File: src/rtl/cnn_job_scheduler_if.sv
// Handshake and accelerator bus bundle for cnn_job_scheduler.
// Groups the request port, the response port and the CNN write/result port.
// Modport slave is the scheduler's view; modport master is the environment's view.
interface cnn_job_scheduler_if;
    // command request from the execute stage
    logic        req_valid;
    logic        req_ready;
    logic [31:0] req_cmd;
    logic [4:0]  req_rd;
    // tagged result back to the pipeline
    logic        rsp_valid;
    logic        rsp_ready;
    logic [31:0] rsp_data;
    logic [4:0]  rsp_rd;
    logic        rsp_err;
    // CNN privacy accelerator port
    logic        cnn_resetn;
    logic [3:0]  cnn_awaddr;
    logic        cnn_awvalid;
    logic        cnn_wvalid;
    logic [31:0] cnn_wdata;
    logic        cnn_inference_done;
    logic [3:0]  cnn_predicted_class;

    modport slave (
        input  req_valid, req_cmd, req_rd, rsp_ready,
               cnn_inference_done, cnn_predicted_class,
        output req_ready, rsp_valid, rsp_data, rsp_rd, rsp_err,
               cnn_resetn, cnn_awaddr, cnn_awvalid, cnn_wvalid, cnn_wdata
    );

    modport master (
        output req_valid, req_cmd, req_rd, rsp_ready,
               cnn_inference_done, cnn_predicted_class,
        input  req_ready, rsp_valid, rsp_data, rsp_rd, rsp_err,
               cnn_resetn, cnn_awaddr, cnn_awvalid, cnn_wvalid, cnn_wdata
    );
endinterface

File: src/rtl/cnn_job_scheduler.sv
// Queues CNN inference commands and runs them one at a time on the accelerator
// (reset pulse, single write, wait for a done edge or timeout, tagged response).
// Latency: push at T -> ISSUE at T+2+RST_PULSE_CYCLES; done edge at D -> rsp_valid at D+1.
// Backpressure: req_ready drops when the queue holds DEPTH jobs; rsp_ready low holds RESPOND.
// Ports: clk/rst (async, active-high); bus = request, response and accelerator
// signals (slave view); busy = job active or queue non-empty; queue_count = occupancy.
module cnn_job_scheduler #(
    parameter int DEPTH            = 4,
    parameter int TIMEOUT_CYCLES   = 4096,
    parameter int RST_PULSE_CYCLES = 2
) (
    input  logic                     clk,
    input  logic                     rst,
    cnn_job_scheduler_if.slave       bus,
    output logic                     busy,
    output logic [$clog2(DEPTH):0]   queue_count
);

    localparam int AW = $clog2(DEPTH);
    localparam int CW = $clog2(DEPTH) + 1;
    localparam int TW = (TIMEOUT_CYCLES > 1) ? $clog2(TIMEOUT_CYCLES) : 1;
    localparam int PW = (RST_PULSE_CYCLES > 1) ? $clog2(RST_PULSE_CYCLES) : 1;

    typedef enum logic [2:0] {
        S_IDLE,
        S_RESET,
        S_ISSUE,
        S_WAIT,
        S_RESPOND
    } state_t;

    state_t state;
    state_t next_state;

    // command queue: {cmd, rd}
    logic [36:0]   mem [DEPTH];
    logic [AW-1:0] wr_ptr;
    logic [AW-1:0] rd_ptr;
    logic [CW-1:0] count;
    logic          push;
    logic          pop;

    // current job and sequencing counters
    logic [31:0]   job_cmd;
    logic [4:0]    job_rd;
    logic [PW-1:0] pulse_cnt;
    logic [TW-1:0] wait_cnt;
    logic          done_d;
    logic          done_edge;
    logic          timeout_hit;

    // registered response
    logic [31:0]   rsp_data_q;
    logic [4:0]    rsp_rd_q;
    logic          rsp_err_q;

    assign push        = bus.req_valid && bus.req_ready;
    assign pop         = (state == S_IDLE) && (count != '0);
    // Only a low-to-high transition counts, so a done level left over from
    // the previous job can never complete the next one.
    assign done_edge   = bus.cnn_inference_done && !done_d;
    assign timeout_hit = (wait_cnt == TW'(TIMEOUT_CYCLES - 1));

    // ---------------- command queue ----------------
    always_ff @(posedge clk) begin
        if (push) begin
            mem[wr_ptr] <= {bus.req_cmd, bus.req_rd};
        end
    end

    always_ff @(posedge clk or posedge rst) begin
        if (rst) begin
            wr_ptr <= '0;
            rd_ptr <= '0;
            count  <= '0;
        end else begin
            if (push) begin
                wr_ptr <= wr_ptr + AW'(1);
            end
            if (pop) begin
                rd_ptr <= rd_ptr + AW'(1);
            end
            case ({push, pop})
                2'b10:   count <= count + CW'(1);
                2'b01:   count <= count - CW'(1);
                default: count <= count;
            endcase
        end
    end

    // ---------------- FSM: state register ----------------
    always_ff @(posedge clk or posedge rst) begin
        if (rst) begin
            state <= S_IDLE;
        end else begin
            state <= next_state;
        end
    end

    // ---------------- FSM: next state ----------------
    always_comb begin
        next_state = state;
        case (state)
            S_IDLE: begin
                if (count != '0) begin
                    next_state = S_RESET;
                end
            end
            S_RESET: begin
                if (pulse_cnt == '0) begin
                    next_state = S_ISSUE;
                end
            end
            S_ISSUE: begin
                next_state = S_WAIT;
            end
            S_WAIT: begin
                if (done_edge || timeout_hit) begin
                    next_state = S_RESPOND;
                end
            end
            S_RESPOND: begin
                if (bus.rsp_ready) begin
                    next_state = S_IDLE;
                end
            end
            default: next_state = S_IDLE;
        endcase
    end

    // ---------------- FSM: outputs ----------------
    always_comb begin
        bus.rsp_valid   = (state == S_RESPOND);
        // held low by the block reset as well, so the accelerator restarts with us
        bus.cnn_resetn  = !rst && (state != S_RESET);
        bus.cnn_awvalid = (state == S_ISSUE);
        bus.cnn_wvalid  = (state == S_ISSUE);
        bus.cnn_wdata   = (state == S_ISSUE) ? job_cmd : 32'd0;
        bus.cnn_awaddr  = 4'h0;
    end

    assign bus.req_ready = (count < CW'(DEPTH));
    assign bus.rsp_data  = rsp_data_q;
    assign bus.rsp_rd    = rsp_rd_q;
    assign bus.rsp_err   = rsp_err_q;
    assign busy          = (state != S_IDLE) || (count != '0);
    assign queue_count   = count;

    // ---------------- job datapath ----------------
    always_ff @(posedge clk or posedge rst) begin
        if (rst) begin
            job_cmd    <= '0;
            job_rd     <= '0;
            pulse_cnt  <= '0;
            wait_cnt   <= '0;
            done_d     <= 1'b0;
            rsp_data_q <= '0;
            rsp_rd_q   <= '0;
            rsp_err_q  <= 1'b0;
        end else begin
            done_d <= bus.cnn_inference_done;

            if (pop) begin
                {job_cmd, job_rd} <= mem[rd_ptr];
                pulse_cnt         <= PW'(RST_PULSE_CYCLES - 1);
            end

            if ((state == S_RESET) && (pulse_cnt != '0)) begin
                pulse_cnt <= pulse_cnt - PW'(1);
            end

            if (state == S_ISSUE) begin
                wait_cnt <= '0;
            end

            if (state == S_WAIT) begin
                if (done_edge) begin
                    rsp_data_q <= {28'd0, bus.cnn_predicted_class};
                    rsp_err_q  <= (bus.cnn_predicted_class >= 4'd10);
                    rsp_rd_q   <= job_rd;
                end else if (timeout_hit) begin
                    rsp_data_q <= 32'hFFFF_FFFF;
                    rsp_err_q  <= 1'b1;
                    rsp_rd_q   <= job_rd;
                end else begin
                    wait_cnt <= wait_cnt + TW'(1);
                end
            end
        end
    end

endmodule

File: src/flat_wrapper.sv
// flat-port wrapper written by rule: the top's interface ports become plain ports
module cnn_job_scheduler_flat 
#(
    parameter int DEPTH            = 4,
    parameter int TIMEOUT_CYCLES   = 4096,
    parameter int RST_PULSE_CYCLES = 2
)
  (clk, rst, busy, queue_count, bus_req_valid, bus_req_cmd, bus_req_rd, bus_rsp_ready, bus_cnn_inference_done, bus_cnn_predicted_class, bus_req_ready, bus_rsp_valid, bus_rsp_data, bus_rsp_rd, bus_rsp_err, bus_cnn_resetn, bus_cnn_awaddr, bus_cnn_awvalid, bus_cnn_wvalid, bus_cnn_wdata);
  cnn_job_scheduler_if bus_i ();
  input  logic clk;
  input  logic rst;
  output logic busy;
  output logic [$clog2(DEPTH):0] queue_count;
  input wire logic [$bits(bus_i.req_valid)-1:0] bus_req_valid;
  input wire logic [$bits(bus_i.req_cmd)-1:0] bus_req_cmd;
  input wire logic [$bits(bus_i.req_rd)-1:0] bus_req_rd;
  input wire logic [$bits(bus_i.rsp_ready)-1:0] bus_rsp_ready;
  input wire logic [$bits(bus_i.cnn_inference_done)-1:0] bus_cnn_inference_done;
  input wire logic [$bits(bus_i.cnn_predicted_class)-1:0] bus_cnn_predicted_class;
  output wire logic [$bits(bus_i.req_ready)-1:0] bus_req_ready;
  output wire logic [$bits(bus_i.rsp_valid)-1:0] bus_rsp_valid;
  output wire logic [$bits(bus_i.rsp_data)-1:0] bus_rsp_data;
  output wire logic [$bits(bus_i.rsp_rd)-1:0] bus_rsp_rd;
  output wire logic [$bits(bus_i.rsp_err)-1:0] bus_rsp_err;
  output wire logic [$bits(bus_i.cnn_resetn)-1:0] bus_cnn_resetn;
  output wire logic [$bits(bus_i.cnn_awaddr)-1:0] bus_cnn_awaddr;
  output wire logic [$bits(bus_i.cnn_awvalid)-1:0] bus_cnn_awvalid;
  output wire logic [$bits(bus_i.cnn_wvalid)-1:0] bus_cnn_wvalid;
  output wire logic [$bits(bus_i.cnn_wdata)-1:0] bus_cnn_wdata;
  assign bus_i.req_valid = bus_req_valid;
  assign bus_i.req_cmd = bus_req_cmd;
  assign bus_i.req_rd = bus_req_rd;
  assign bus_i.rsp_ready = bus_rsp_ready;
  assign bus_i.cnn_inference_done = bus_cnn_inference_done;
  assign bus_i.cnn_predicted_class = bus_cnn_predicted_class;
  assign bus_req_ready = bus_i.req_ready;
  assign bus_rsp_valid = bus_i.rsp_valid;
  assign bus_rsp_data = bus_i.rsp_data;
  assign bus_rsp_rd = bus_i.rsp_rd;
  assign bus_rsp_err = bus_i.rsp_err;
  assign bus_cnn_resetn = bus_i.cnn_resetn;
  assign bus_cnn_awaddr = bus_i.cnn_awaddr;
  assign bus_cnn_awvalid = bus_i.cnn_awvalid;
  assign bus_cnn_wvalid = bus_i.cnn_wvalid;
  assign bus_cnn_wdata = bus_i.cnn_wdata;
  cnn_job_scheduler #(.DEPTH(DEPTH), .TIMEOUT_CYCLES(TIMEOUT_CYCLES), .RST_PULSE_CYCLES(RST_PULSE_CYCLES)) u_core (.clk(clk), .rst(rst), .bus(bus_i), .busy(busy), .queue_count(queue_count));
endmodule
File: config.mk
export PLATFORM = sky130hd
export DESIGN_NAME = cnn_job_scheduler_flat
export DESIGN_NICKNAME = d
export VERILOG_FILES = /design/src/rtl/cnn_job_scheduler_if.sv /design/src/rtl/cnn_job_scheduler.sv /design/src/flat_wrapper.sv
export SDC_FILE = /design/constraint.sdc
export NUM_CORES = 1
export LEC_CHECK = 0
export BUFFER_PORTS_ARGS = -buffer_cell sky130_fd_sc_hd__buf_2
export CAP_MARGIN = 20
export CORE_MARGIN = 10
export CORE_UTILIZATION = 51
export CTS_CLUSTER_DIAMETER = 80
export DETAILED_ROUTE_END_ITERATION = 16
export HOLD_SLACK_MARGIN = 0.05
export PLACE_DENSITY = 0.75
export REMOVE_ABC_BUFFERS = 1
export SYNTH_ARGS = -nofsm -noshare
export SYNTH_HDL_FRONTEND = slang
export SYNTH_SLANG_ARGS = --single-unit
File: constraint.sdc
create_clock -name clk -period 2.45 [get_ports clk]
set_input_delay 0.49 -clock clk [delete_from_list [all_inputs] [get_ports clk]]
set_output_delay 0.49 -clock clk [all_outputs]
set_load 0.03 [all_outputs]
# Word level (Yosys, flattened, before mapping)
# Memory sizes are Yosys's and may differ from the RTL's. A register that Yosys moved wholly into a read port is not among the register bits.
# Cells that the tools add are included.
dict set report op_classes {
  add_sub_neg 6
  order_cmp 2
  eq_ne 12
  n_mux 21
  n_reduce_logical 17
}
# op n
set op_table {}
lappend op_table {{two-way mux 32 bit} 3}
lappend op_table {{two-way mux 12 bit} 4}
lappend op_table {{one-hot mux 3 bit (5 select lines)} 1}
lappend op_table {{adder 12 x 1 -> 12 bit (second input constant)} 1}
lappend op_table {{== test 12 bit (second input constant)} 1}
lappend op_table {{two-way mux 3 bit} 4}
lappend op_table {{two-way mux 5 bit} 2}
lappend op_table {{== test 3 x 2 -> 1 bit (second input constant)} 2}
lappend op_table {{two-way mux 1 bit} 6}
lappend op_table {{inequality test 2 bit (second input constant)} 3}
lappend op_table {{one-hot mux 3 bit (2 select lines)} 1}
lappend op_table {{nonzero test 2 bit} 3}
lappend op_table {{nonzero test 3 bit} 2}
lappend op_table {{logical AND 1 bit} 5}
lappend op_table {{adder 2 x 1 -> 2 bit (second input constant)} 2}
lappend op_table {{>= comparator 4 bit (second input constant)} 1}
lappend op_table {{AND reduction 4 bit} 1}
lappend op_table {{adder 3 x 1 -> 3 bit (second input constant)} 1}
lappend op_table {{== test 3 x 1 -> 1 bit (second input constant)} 1}
lappend op_table {{== test 3 bit (second input constant)} 1}
lappend op_table {{logical NOT 3 bit} 1}
lappend op_table {{< comparator 3 bit (second input constant)} 1}
lappend op_table {{inequality test 3 x 1 -> 1 bit (second input constant)} 1}
lappend op_table {{subtractor 3 x 1 -> 3 bit (second input constant)} 1}
lappend op_table {{other kinds (7)} 9}
dict set report word_totals {
  regBits 62
  ramBits 148
  inputBits 46
  output_inout_bits 83
  mem_count 1
}
# name words width rd rd_clocked_by_memory_dff wr line_no
set memory_table {}
lappend memory_table {u_core.mem 4 37 1 1 1 cnn_job_scheduler.sv:36} ;# logic [36:0] mem [DEPTH];

# Longest topological paths before layout
# Gate-level depths: netlist of run 1.
dict set report logic_depth {
  ltp_word 5
  depth_mapped 11
  depth_no_buf 8
}

# Least setup slack after synthesis of run 1
# OpenSTA, ideal clock, no wires.
dict set report synth_path {
  kind {reg-to-reg}
  startpoint {register u_core.state[0]}
  endpoint {register u_core.count[2], in the netlist u_core.queue_count[2]}
  setup_ns 0.132
  t_arrival_ns 2.085
  slack_ns 0.233
  path_stages_with_launch 12
  path_buffers 3
  synth_period_minus_slack_ns 2.217
  cell_sequence {dfrtp_1 > buf_2 > nor3_1 > and2_1 > clkbuf_1 > buf_2 > ha_1 > inv_1 > fa_1 > xor2_1 > nor2_1 > xnor2_1}
}
dict set report synth_between {
  elab_chain_len 4
}
# item line_no
set synth_rtl {}
lappend synth_rtl {{from (decl)} cnn_job_scheduler.sv:32} ;# state_t state;
lappend synth_rtl {{from (signal assigned)} cnn_job_scheduler.sv:96} ;# state <= next_state;
lappend synth_rtl {{logical NOT 3 bit *} cnn_job_scheduler.sv:58} ;# assign pop = (state == S_IDLE) && (count != '0);
lappend synth_rtl {{logical AND 1 bit *} cnn_job_scheduler.sv:58}
lappend synth_rtl {{named net u_core.pop} cnn_job_scheduler.sv:41} ;# logic pop;
lappend synth_rtl {{== test 2 x 1 -> 1 bit / == test 2 bit (equally long branches)} cnn_job_scheduler.sv:83} ;# case ({push, pop})
lappend synth_rtl {{one-hot mux 3 bit (2 select lines) / nonzero test 2 bit (equally long branches)} --}
lappend synth_rtl {{to (signal assigned)} cnn_job_scheduler.sv:84} ;# 2'b10: count <= count + CW'(1);
lappend synth_rtl {{to (signal assigned)} cnn_job_scheduler.sv:85} ;# 2'b01: count <= count - CW'(1);
lappend synth_rtl {{to (signal assigned)} cnn_job_scheduler.sv:86} ;# default: count <= count;
lappend synth_rtl {{to (decl)} cnn_job_scheduler.sv:39} ;# logic [CW-1:0] count;
# The timed path passes the listed nets; every way through them passes the cells marked *.
# A chain may end at the register's enable or synchronous reset.

# Worst setup path in the final report of run 1
dict set report layout_path {
  startpoint {register u_core.state[2]}
  endpoint {output port bus_cnn_wdata[2]}
}
dict set report layout_between {
  elab_chain_len 2
}
# item line_no
set layout_rtl {}
lappend layout_rtl {{== test 3 x 2 -> 1 bit} cnn_job_scheduler.sv:138} ;# bus.cnn_wdata = (state == S_ISSUE) ? job_cmd : 32'd0;
lappend layout_rtl {{two-way mux 32 bit} cnn_job_scheduler.sv:138}
lappend layout_rtl {{to (decl)} flat_wrapper.sv:29} ;# output wire logic [$bits(bus_i.cnn_wdata)-1:0] bus_cnn_wdata;
# No other way between the ends.

==> impl_metrics.yaml, run 1 <==
status:
  status: "complete, no violations"
global_routing:
  overflow: 0
  grt_max_degree: 40
  antenna_found_initial: 3
  grt_pass1_vias: 5309
  grt_usage: 0.156
  grt_pass1_wl_um: 29500
routing:
  antenna_left: 0
  dr_total_vias: 4898
  wl_per_cell_um: 20.9
  drt_first_pass_iters: 5
  drc: 0
  viasPerCell: 5.51
  drtIter0Drc: 310
  totalWireLength_um: 18500
place:
  hpwl_um: 12000
  port_buffers: 124
  routabilityCongestion: 0.824
power_and_ir_drop:
  p_total_w: 0.0131
  p_leak_nw: 4.11
  ir_drop_v: 0.000744
  cellPowerDensity_mw_per_mm2: 1240
sta:
  finalHoldViolCount: 0
  skew_ns: 0.0106
  tns_ns: 0
  slew_violations: 0
  rsz0062_at_grt: "no"
  relSlewSlack: 0.542
  max_slew.worst_pin.slew_ns: 0.686
  max_freq_mhz: 415
  period_share: 0.984
  fin_crit_ns: 2.41
  hold_ws_ns: 0.0784
  finalSetupViolations: 0
clock_tree:
  clkSinkCount: 220
  cts_tree: "yes"
  clock-root-buffer: "clkbuf_16"
  path_clk_slew_ns: 0.06
  clockBufferDepth: 3
  cts_buffers: 23
  clk_latency_ns: 0.51
  cts-htree-levels: 1
setup_path:
  r2r_start: "u_core.state[2]$_DFFE_PP0P_"
  reg2regPathDepth: 9
  critical_path.cell_chain: "or3_4, inv_8, buf_6, and2_1, buf_2"
  arrival_ns: 1.92
  cp_slowest_cell: "or3_4"
  path_delay_family: "simple AND/OR/NAND/NOR gates"
  path_max_fanout: 8
  cp.required_ns: 1.96
  cp-end-kind: "output port"
  rrSetupSlack_ns: 0.38
  r2r-end: "u_core.queue_count[2]$_DFFE_PP0P_"
  cpPeakStageDelay_ns: 0.43
  crit_path_start: "u_core.state[2]$_DFFE_PP0P_"
  cp-start-kind: "flip-flop"
  crit_buf_inv: 3
  critPathKind: "flip-flop to output port"
synthesis:
  ys.flop_type: "edfxtp_1"
  async_flop_share: 0.327
  syn_inst: 521
  yosysUniqueCellTypes: 43
  syn_area_mm2: 0.00896
  synth_enable_flop_cells: 148
  ys_warn_count: 0
  synth.avg_cell_area_um2: 17.2
  synth-seq-area-share: 0.697
  ys_ff_latch: 220
cells_and_area:
  nets: 699
  area_growth_pct: 18.2
  final_cell_mix: "148 x edfxtp_1, 98 x buf_2, 67 x dfrtp_1"
  fillCellCount: 1269
  final_common_cell: "edfxtp_1"
  layout-drive-gt1-share: 0.418
floorplan:
  die_h_um: 153
  die_w_um: 153
  num_rows: 48
  die_area_mm2: 0.0233
  start_util: 0.520
  io_pins: 129
  core_mm2: 0.0172
job:
  max_cap_violations: 0
hold_path:
  hp-class: "input port to asynchronous set/reset pin"
[logic make-up (layout without fill, tap and decap cells)]
family                   count (synthesis)  count (layout)  share of synthesized area
buffers and inverters                   71             210                     0.0458
multiplexers                            86              86                      0.154
adder cells (fa/ha/maj)                  7               7                     0.0106
AO/OA/AOI/OAI                           32              32                     0.0214
flip-flops                             220             220                      0.697
AND/OR/NAND/NOR                         98              98                     0.0648
XOR/XNOR                                 6               6                    0.00587
other                                    1               5                   0.000419
[synth_stat cells (7+ instances only)]
library cell | number | area share
edfxtp_1 | 148 | 0.50
dfrtp_1 | 72 | 0.20
mux2_2 | 41 | 0.052
and2_1 | 37 | 0.026
mux4_2 | 37 | 0.093
buf_4 | 32 | 0.027
inv_1 | 19 | 0.0080
nand2_1 | 17 | 0.0071
a21oi_1 | 13 | 0.0073
buf_2 | 12 | 0.0067
nor3_1 | 11 | 0.0061
o21ai_0 | 8 | 0.0045
nor2_1 | 7 | 0.0029
[stage by stage]
step / setup slack [ns] / util / cell area (µm²) / cells
2_1_floorplan: -3.34 / - / 8630 / 472
3_3_place_gp: 0.414 / 0.565 / 9740 / 841
3_5_place_dp: 0.324 / 0.565 / 9740 / 841
4_1_cts: 0.0255 / 0.611 / 10500 / 887
5_1_grt: 0.000712 / 0.614 / 10600 / 888
6_report: 0.0401 / 0.614 / 10600 / 889
[layout make-up]
class                           instances  area [µm²]  share of cell area
Antenna cell                            1        2.50            0.000236
Multi-Input combinational cell        233        2320               0.219
Tap cell                              225         282              0.0266
Clock buffer                           34         637              0.0602
Clock inverter                          8        41.3             0.00390
Inverter                               19        80.1             0.00756
Sequential cell                       220        6250               0.591
Timing Repair Buffer                  149         968              0.0915
[worst max-delay path by stage]
| stage | cells after the start | slack [ns] | end |
|---|---|---|---|
| CTS | 5 | 0.03 | bus_cnn_wdata[14] |
| floorplan | 0 | -3.34 | bus_rsp_data[10] |
| detailed placement | 6 | 0.32 | bus_cnn_wdata[12] |
| global route | 5 | 0.0007 | bus_cnn_wdata[2] |
| global placement | 6 | 0.41 | bus_cnn_wdata[17] |
| finish | 5 | 0.04 | bus_cnn_wdata[2] |
[sequential cells by signal (all words and copies together) (netlist names)]
signal,cells
u_core.mem,148
u_core.job_cmd,32
u_core.wait_cnt,12
u_core.bus.rsp_data,5
u_core.bus.rsp_rd,5
u_core.job_rd,5
u_core.queue_count,3
u_core.state,3
u_core.rd_ptr,2
u_core.wr_ptr,2
u_core.bus.rsp_err,1
u_core.done_d,1
u_core.pulse_cnt,1
[power by group]
group          total (W)  switching [W]  internal [W]
clock            0.00313        0.00133       0.00180
sequential       0.00542       0.000524       0.00490
combinational    0.00457        0.00254       0.00203
total             0.0131        0.00439       0.00873
[repair_timing]
action | in CTS | in global routing
buffers inserted | 3 | 0
hold buffers | 0 | 0
hold endpoints to repair | 0 | 0
resized for setup | 35 | 7
pin swaps | 0 | 0
gates cloned | 1 | 1
setup endpoints to repair | 34 | 8
[per-layer routing]
metal	global-route usage	wire (µm)	part of all wire	vias to the layer above
met3	0.0457	1480	0.080	33
met5	0	22	0.0012	-
met2	0.257	9000	0.49	186
li1	-	-	-	2181
met1	0.198	7650	0.41	2494
met4	0.0404	386	0.021	4
No activity file was read; power rests on OpenSTA's default activity.
==> run 2, diff against run 1 <==
--- a/config.mk
+++ b/config.mk
@@ -5,7 +5,7 @@
 export SDC_FILE = /design/constraint.sdc
 export NUM_CORES = 1
 export LEC_CHECK = 0
-export BUFFER_PORTS_ARGS = -buffer_cell sky130_fd_sc_hd__buf_2
+export BUFFER_PORTS_ARGS = -buffer_cell sky130_fd_sc_hd__clkbuf_2
 export CAP_MARGIN = 20
 export CORE_MARGIN = 10
 export CORE_UTILIZATION = 51
==> impl_metrics.yaml, run 2 (synthesis results as in run 1) <==
sta:
  relSlewSlack: 0.543
  skew_ns: 0.0147
  period_share: 0.983
  slew_violations: 0
  tns_ns: 0
  finalHoldViolCount: 0
  finalSetupViolations: 0
  fin_crit_ns: 2.41
  max_freq_mhz: 415
  max_slew.worst_pin.slew_ns: 0.686
routing:
  drtIter0Drc: 267
  drt_first_pass_iters: 5
  dr_total_vias: 4833
  totalWireLength_um: 18200
  drc: 0
  antenna_left: 0
  wl_per_cell_um: 20.4
  viasPerCell: 5.44
floorplan:
  num_rows: 48
  core_mm2: 0.0172
  die_area_mm2: 0.0233
  io_pins: 129
  start_util: 0.520
  die_w_um: 153
  die_h_um: 153
setup_path:
  reg2regPathDepth: 10
  r2r-end: "u_core.queue_count[2]$_DFFE_PP0P_"
  cp-end-kind: "output port"
  arrival_ns: 1.92
  cp.required_ns: 1.96
  path_max_fanout: 16
  rrSetupSlack_ns: 0.31
  r2r_start: "u_core.state[1]$_DFFE_PP0P_"
  cp-start-kind: "flip-flop"
  critPathKind: "flip-flop to output port"
clock_tree:
  cts-htree-levels: 1
  clockBufferDepth: 3
  clk_latency_ns: 0.52
  clock-root-buffer: "clkbuf_16"
  cts_tree: "yes"
  path_clk_slew_ns: 0.06
  clkSinkCount: 220
  cts_buffers: 23
hold_path:
  min_path_cells: 1
  hp-class: "input port to flip-flop"
  hold_start: "bus_cnn_inference_done"
  min_to: "u_core.done_d$_DFF_PP0_"
cells_and_area:
  largest_reg_flops: 148
  nets: 700
  multi_input_area_mm2: 0.00233
  top_register: "u_core.mem"
  layout-drive-gt1-share: 0.434
  fillCellCount: 1211
  seq_area_mm2: 0.00625
  final_cell_mix: "148 x edfxtp_1, 92 x clkbuf_2, 69 x dfrtp_1"
  reg_top3: "u_core.mem x148, u_core.job_cmd x32, u_core.wait_cnt x12"
  area_growth_pct: 20.5
  post-route-util: 0.626
  fin_area_mm2: 0.0108
  fin_cells: 889
  final_common_cell: "edfxtp_1"
power_and_ir_drop:
  p_clk_frac: 0.260
  p_leak_nw: 4.19
  p_sw_frac: 0.329
  switching_power_w: 0.00449
  cellPowerDensity_mw_per_mm2: 1260
  p_total_w: 0.0136
  p_seq_frac: 0.397
  ir_drop_v: 0.000975
  combPwrFrac: 0.343
  internal_power_w: 0.00913
global_routing:
  grt_pass1_vias: 5126
  grt_pass1_wl_um: 28600
  antenna_found_initial: 2
  overflow: 0
  grt_max_degree: 40
  grt_usage: 0.151
place:
  routabilityCongestion: 0.803
  place_area_mm2: 0.00977
  port_buffers: 124
  placed_cells: 842
  hpwl_um: 11600
status:
  status: "complete, no violations"
job:
  max_cap_violations: 0
run 2: changes by cell type in the layout (fill, tap and decap cells not counted), sizes merged:
cell | previous run | this run
bufinv | 0 | 2
buf | 145 | 48
dlygate4sd3 | 0 | 1
clkbuf | 38 | 131
inv | 19 | 20
run 2: worst max-delay path, cell delays in order, from the launching register on:
cell and delay (ns):
dfrtp_2 0.40, or3_4 0.43, inv_6 0.11, buf_12 0.14, and2_1 0.12, buf_2 0.19
run 2: area by class of cell:
cell class | instances | share of cell area
Tap cell | 225 | 0.0261
Clock inverter | 11 | 0.0118
Sequential cell | 220 | 0.579
Multi-Input combinational cell | 233 | 0.216
Timing Repair Buffer | 150 | 0.0980
Inverter | 19 | 0.00719
Clock buffer | 30 | 0.0613
Antenna cell | 1 | 0.000232
run 2: timing repair:
action	4_1_cts	5_1_grt
gates cloned	0	1
setup endpoints to repair	34	32
pin swaps	1	1
hold endpoints to repair	29	0
gates resized for setup	24	73
hold buffers	1	0
buffers inserted	2	1
run 2: layer usage:
layer	up-vias	global-route usage	share of wire
li1	2185	-	-
met1	2435	0.188	0.41
met2	179	0.248	0.49
met3	32	0.0525	0.082
met4	2	0.0395	0.021
met5	-	0	0.00072
run 2: worst max-delay path by stage:
stage / from / endpoint / slack [ns] / cells past startpoint
final: u_core.state[2]$_DFFE_PP0P_ / bus_cnn_wdata[4] / 0.04 / 5
after global routing: u_core.state[2]$_DFFE_PP0P_ / bus_cnn_wdata[10] / -0.01 / 5
after CTS: u_core.state[1]$_DFFE_PP0P_ / bus_cnn_wdata[12] / -0.01 / 6
after detailed placement: u_core.state[2]$_DFFE_PP0P_ / bus_cnn_wdata[3] / 0.25 / 5
after global placement: u_core.state[2]$_DFFE_PP0P_ / bus_cnn_wdata[0] / 0.28 / 5
after floorplan: u_core.bus.rsp_data[30]$_DFFE_PP0P_ / bus_rsp_data[10] / -3.34 / 0
run 2: stage by stage:
step | worst slack, ns | hold WS, ns
floorplan | -3.34 | 0.448
global placement | 0.281 | 0.474
detailed placement | 0.247 | 0.479
CTS | -0.0136 | 0.103
global route | -0.0145 | 0.114
finish | 0.0419 | 0.120
run 2: power groups by stage:
stage	combinational, W	sequential [W]	clock, W
5_1_grt	0.00504	0.00551	0.00379
3_5_place_dp	0.00445	0.00548	0
4_1_cts	0.00458	0.00541	0.00361
2_1_floorplan	0.00249	0.00592	0
6_report	0.00467	0.00541	0.00354
3_3_place_gp	0.00434	0.00543	0
==> run 3, diff against run 2 <==
--- a/config.mk
+++ b/config.mk
@@ -8,11 +8,11 @@
 export BUFFER_PORTS_ARGS = -buffer_cell sky130_fd_sc_hd__clkbuf_2
 export CAP_MARGIN = 20
 export CORE_MARGIN = 10
-export CORE_UTILIZATION = 51
+export CORE_UTILIZATION = 57
 export CTS_CLUSTER_DIAMETER = 80
 export DETAILED_ROUTE_END_ITERATION = 16
 export HOLD_SLACK_MARGIN = 0.05
-export PLACE_DENSITY = 0.75
+export PLACE_DENSITY = 0.8
 export REMOVE_ABC_BUFFERS = 1
 export SYNTH_ARGS = -nofsm -noshare
 export SYNTH_HDL_FRONTEND = slang
==> constraint.sdc (replaced) <==
create_clock -name clk -period 2.7 [get_ports clk]
set_input_delay 0.54 -clock clk [delete_from_list [all_inputs] [get_ports clk]]
set_output_delay 0.54 -clock clk [all_outputs]
set_load 0.03 [all_outputs]
==> impl_metrics.yaml, run 3 (synthesis results as in run 1) <==
floorplan:
  die_h_um: 145
  num_rows: 45
  start_util: 0.585
  core_mm2: 0.0153
  io_pins: 129
  die_w_um: 145
  die_area_mm2: 0.0211
routing:
  drc: 0
  wl_per_cell_um: 20.3
  dr_total_vias: 4796
  drt_first_pass_iters: 4
  antenna_left: 0
  viasPerCell: 5.54
  totalWireLength_um: 17600
  drtIter0Drc: 288
setup_path:
  cp-start-kind: "flip-flop"
  cpPeakStageDelay_ns: 0.44
  crit_path_start: "u_core.state[1]$_DFFE_PP0P_"
  critical_path.cell_chain: "inv_1, or3_4, inv_2, buf_6, and2_1, clkbuf_4"
  r2r_start: "u_core.wait_cnt[0]$_DFF_PP0_"
  cp.required_ns: 2.16
  crit_buf_inv: 4
  cp_slowest_cell: "or3_4"
  arrival_ns: 2.09
  critPathKind: "flip-flop to output port"
  path_delay_family: "simple AND/OR/NAND/NOR gates"
  cp-end-kind: "output port"
  path_max_fanout: 16
sta:
  skew_ns: 0.0165
  rsz0062_at_grt: "no"
  setup_ws_ns: 0.0736
  fin_crit_ns: 2.63
  slew_violations: 0
  hold_ws_ns: 0.106
  finalSetupViolations: 0
  relSlewSlack: 0.540
  max_slew.worst_pin.slew_ns: 0.691
  period_share: 0.973
  finalHoldViolCount: 0
  max_freq_mhz: 381
place:
  hpwl_um: 11600
  place_area_mm2: 0.00968
  port_buffers: 124
  dp_slack_ns: 0.331
  routabilityCongestion: 0.806
cells_and_area:
  post-route-util: 0.686
  final_common_cell: "edfxtp_1"
  seq_area_mm2: 0.00625
  final_cell_mix: "148 x edfxtp_1, 120 x clkbuf_2, 67 x dfrtp_1"
  layout-drive-gt1-share: 0.419
  area_growth_pct: 17.2
  nets: 690
  top_register: "u_core.mem"
  reg_top3: "u_core.mem x148, u_core.job_cmd x32, u_core.wait_cnt x12"
  multi_input_area_mm2: 0.00232
  fillCellCount: 1031
  largest_reg_flops: 148
  fin_area_mm2: 0.0105
power_and_ir_drop:
  p_leak_nw: 4.08
  p_sw_frac: 0.328
  p_clk_frac: 0.263
  p_total_w: 0.0120
  internal_power_w: 0.00808
  p_seq_frac: 0.415
  switching_power_w: 0.00395
  combPwrFrac: 0.323
  cellPowerDensity_mw_per_mm2: 1150
  ir_drop_v: 0.000645
clock_tree:
  clockBufferDepth: 3
  path_clk_slew_ns: 0.06
  cts_buffers: 23
  cts_tree: "yes"
  clock-root-buffer: "clkbuf_16"
  clk_latency_ns: 0.50
  cts-htree-levels: 1
  clkSinkCount: 220
  cts_hold_buffers: 0
global_routing:
  overflow: 0
  grt_pass1_vias: 5240
  antenna_found_initial: 2
  grt_max_degree: 40
  grt_usage: 0.164
  grt_pass1_wl_um: 28400
job:
  max_cap_violations: 0
status:
  status: "complete, no violations"
hold_path:
  hp-class: "input port to asynchronous set/reset pin"
run 3: final timing paths:
path / slack (ns) / cells after the start / endpoint
setup / recovery: 0.07 / 6 / bus_cnn_wdata[14]
min in group clk: 0.20 / 1 / u_core.done_d$_DFF_PP0_
max in group asynchronous: 1.74 / 3 / u_core.state[2]$_DFFE_PP0P_
hold reg to reg: 0.49 / 1 / u_core.wait_cnt[11]$_DFF_PP0_
hold / removal: 0.11 / 2 / u_core.wr_ptr[1]$_DFFE_PP0P_
setup reg to reg: 0.64 / 5 / u_core.bus.rsp_err$_DFFE_PP0P_
run 3: metrics by stage:
step / setup TNS (ns) / std cells
after floorplan: -91.19 / 472
after global routing: 0 / 865
final: 0 / 866
after CTS: -0.0241 / 862
after global placement: 0 / 820
after detailed placement: 0 / 820
run 3: power groups by stage:
| stage | registers (W) | clock network (W) | logic, W |
|---|---|---|---|
| after floorplan | 0.00539 | 0 | 0.00226 |
| after CTS | 0.00500 | 0.00321 | 0.00391 |
| after detailed placement | 0.00506 | 0 | 0.00388 |
| after global placement | 0.00500 | 0 | 0.00378 |
| after global routing | 0.00509 | 0.00335 | 0.00422 |
| final | 0.00499 | 0.00316 | 0.00388 |
run 3: cell type report:
cell class,instances,area share
inverter,19,0.00691
multi-input combinational,233,0.221
tap,211,0.0251
clock buffer,30,0.0602
antenna,1,0.000238
sequential,220,0.595
timing repair buffer,140,0.0780
clock inverter,12,0.0129
run 3: metal layers:
metal	part of all wire	track usage
met2	0.49	0.280
met1	0.42	0.205
met3	0.073	0.0459
met5	0	0
met4	0.016	0.0354
run 3: timing repair:
action / 4_1_cts / 5_1_grt
gates resized for setup: 5 / 7
endpoints found under the setup margin: 34 / 32
pin swaps: 0 / 1
buffers inserted: 0 / 3
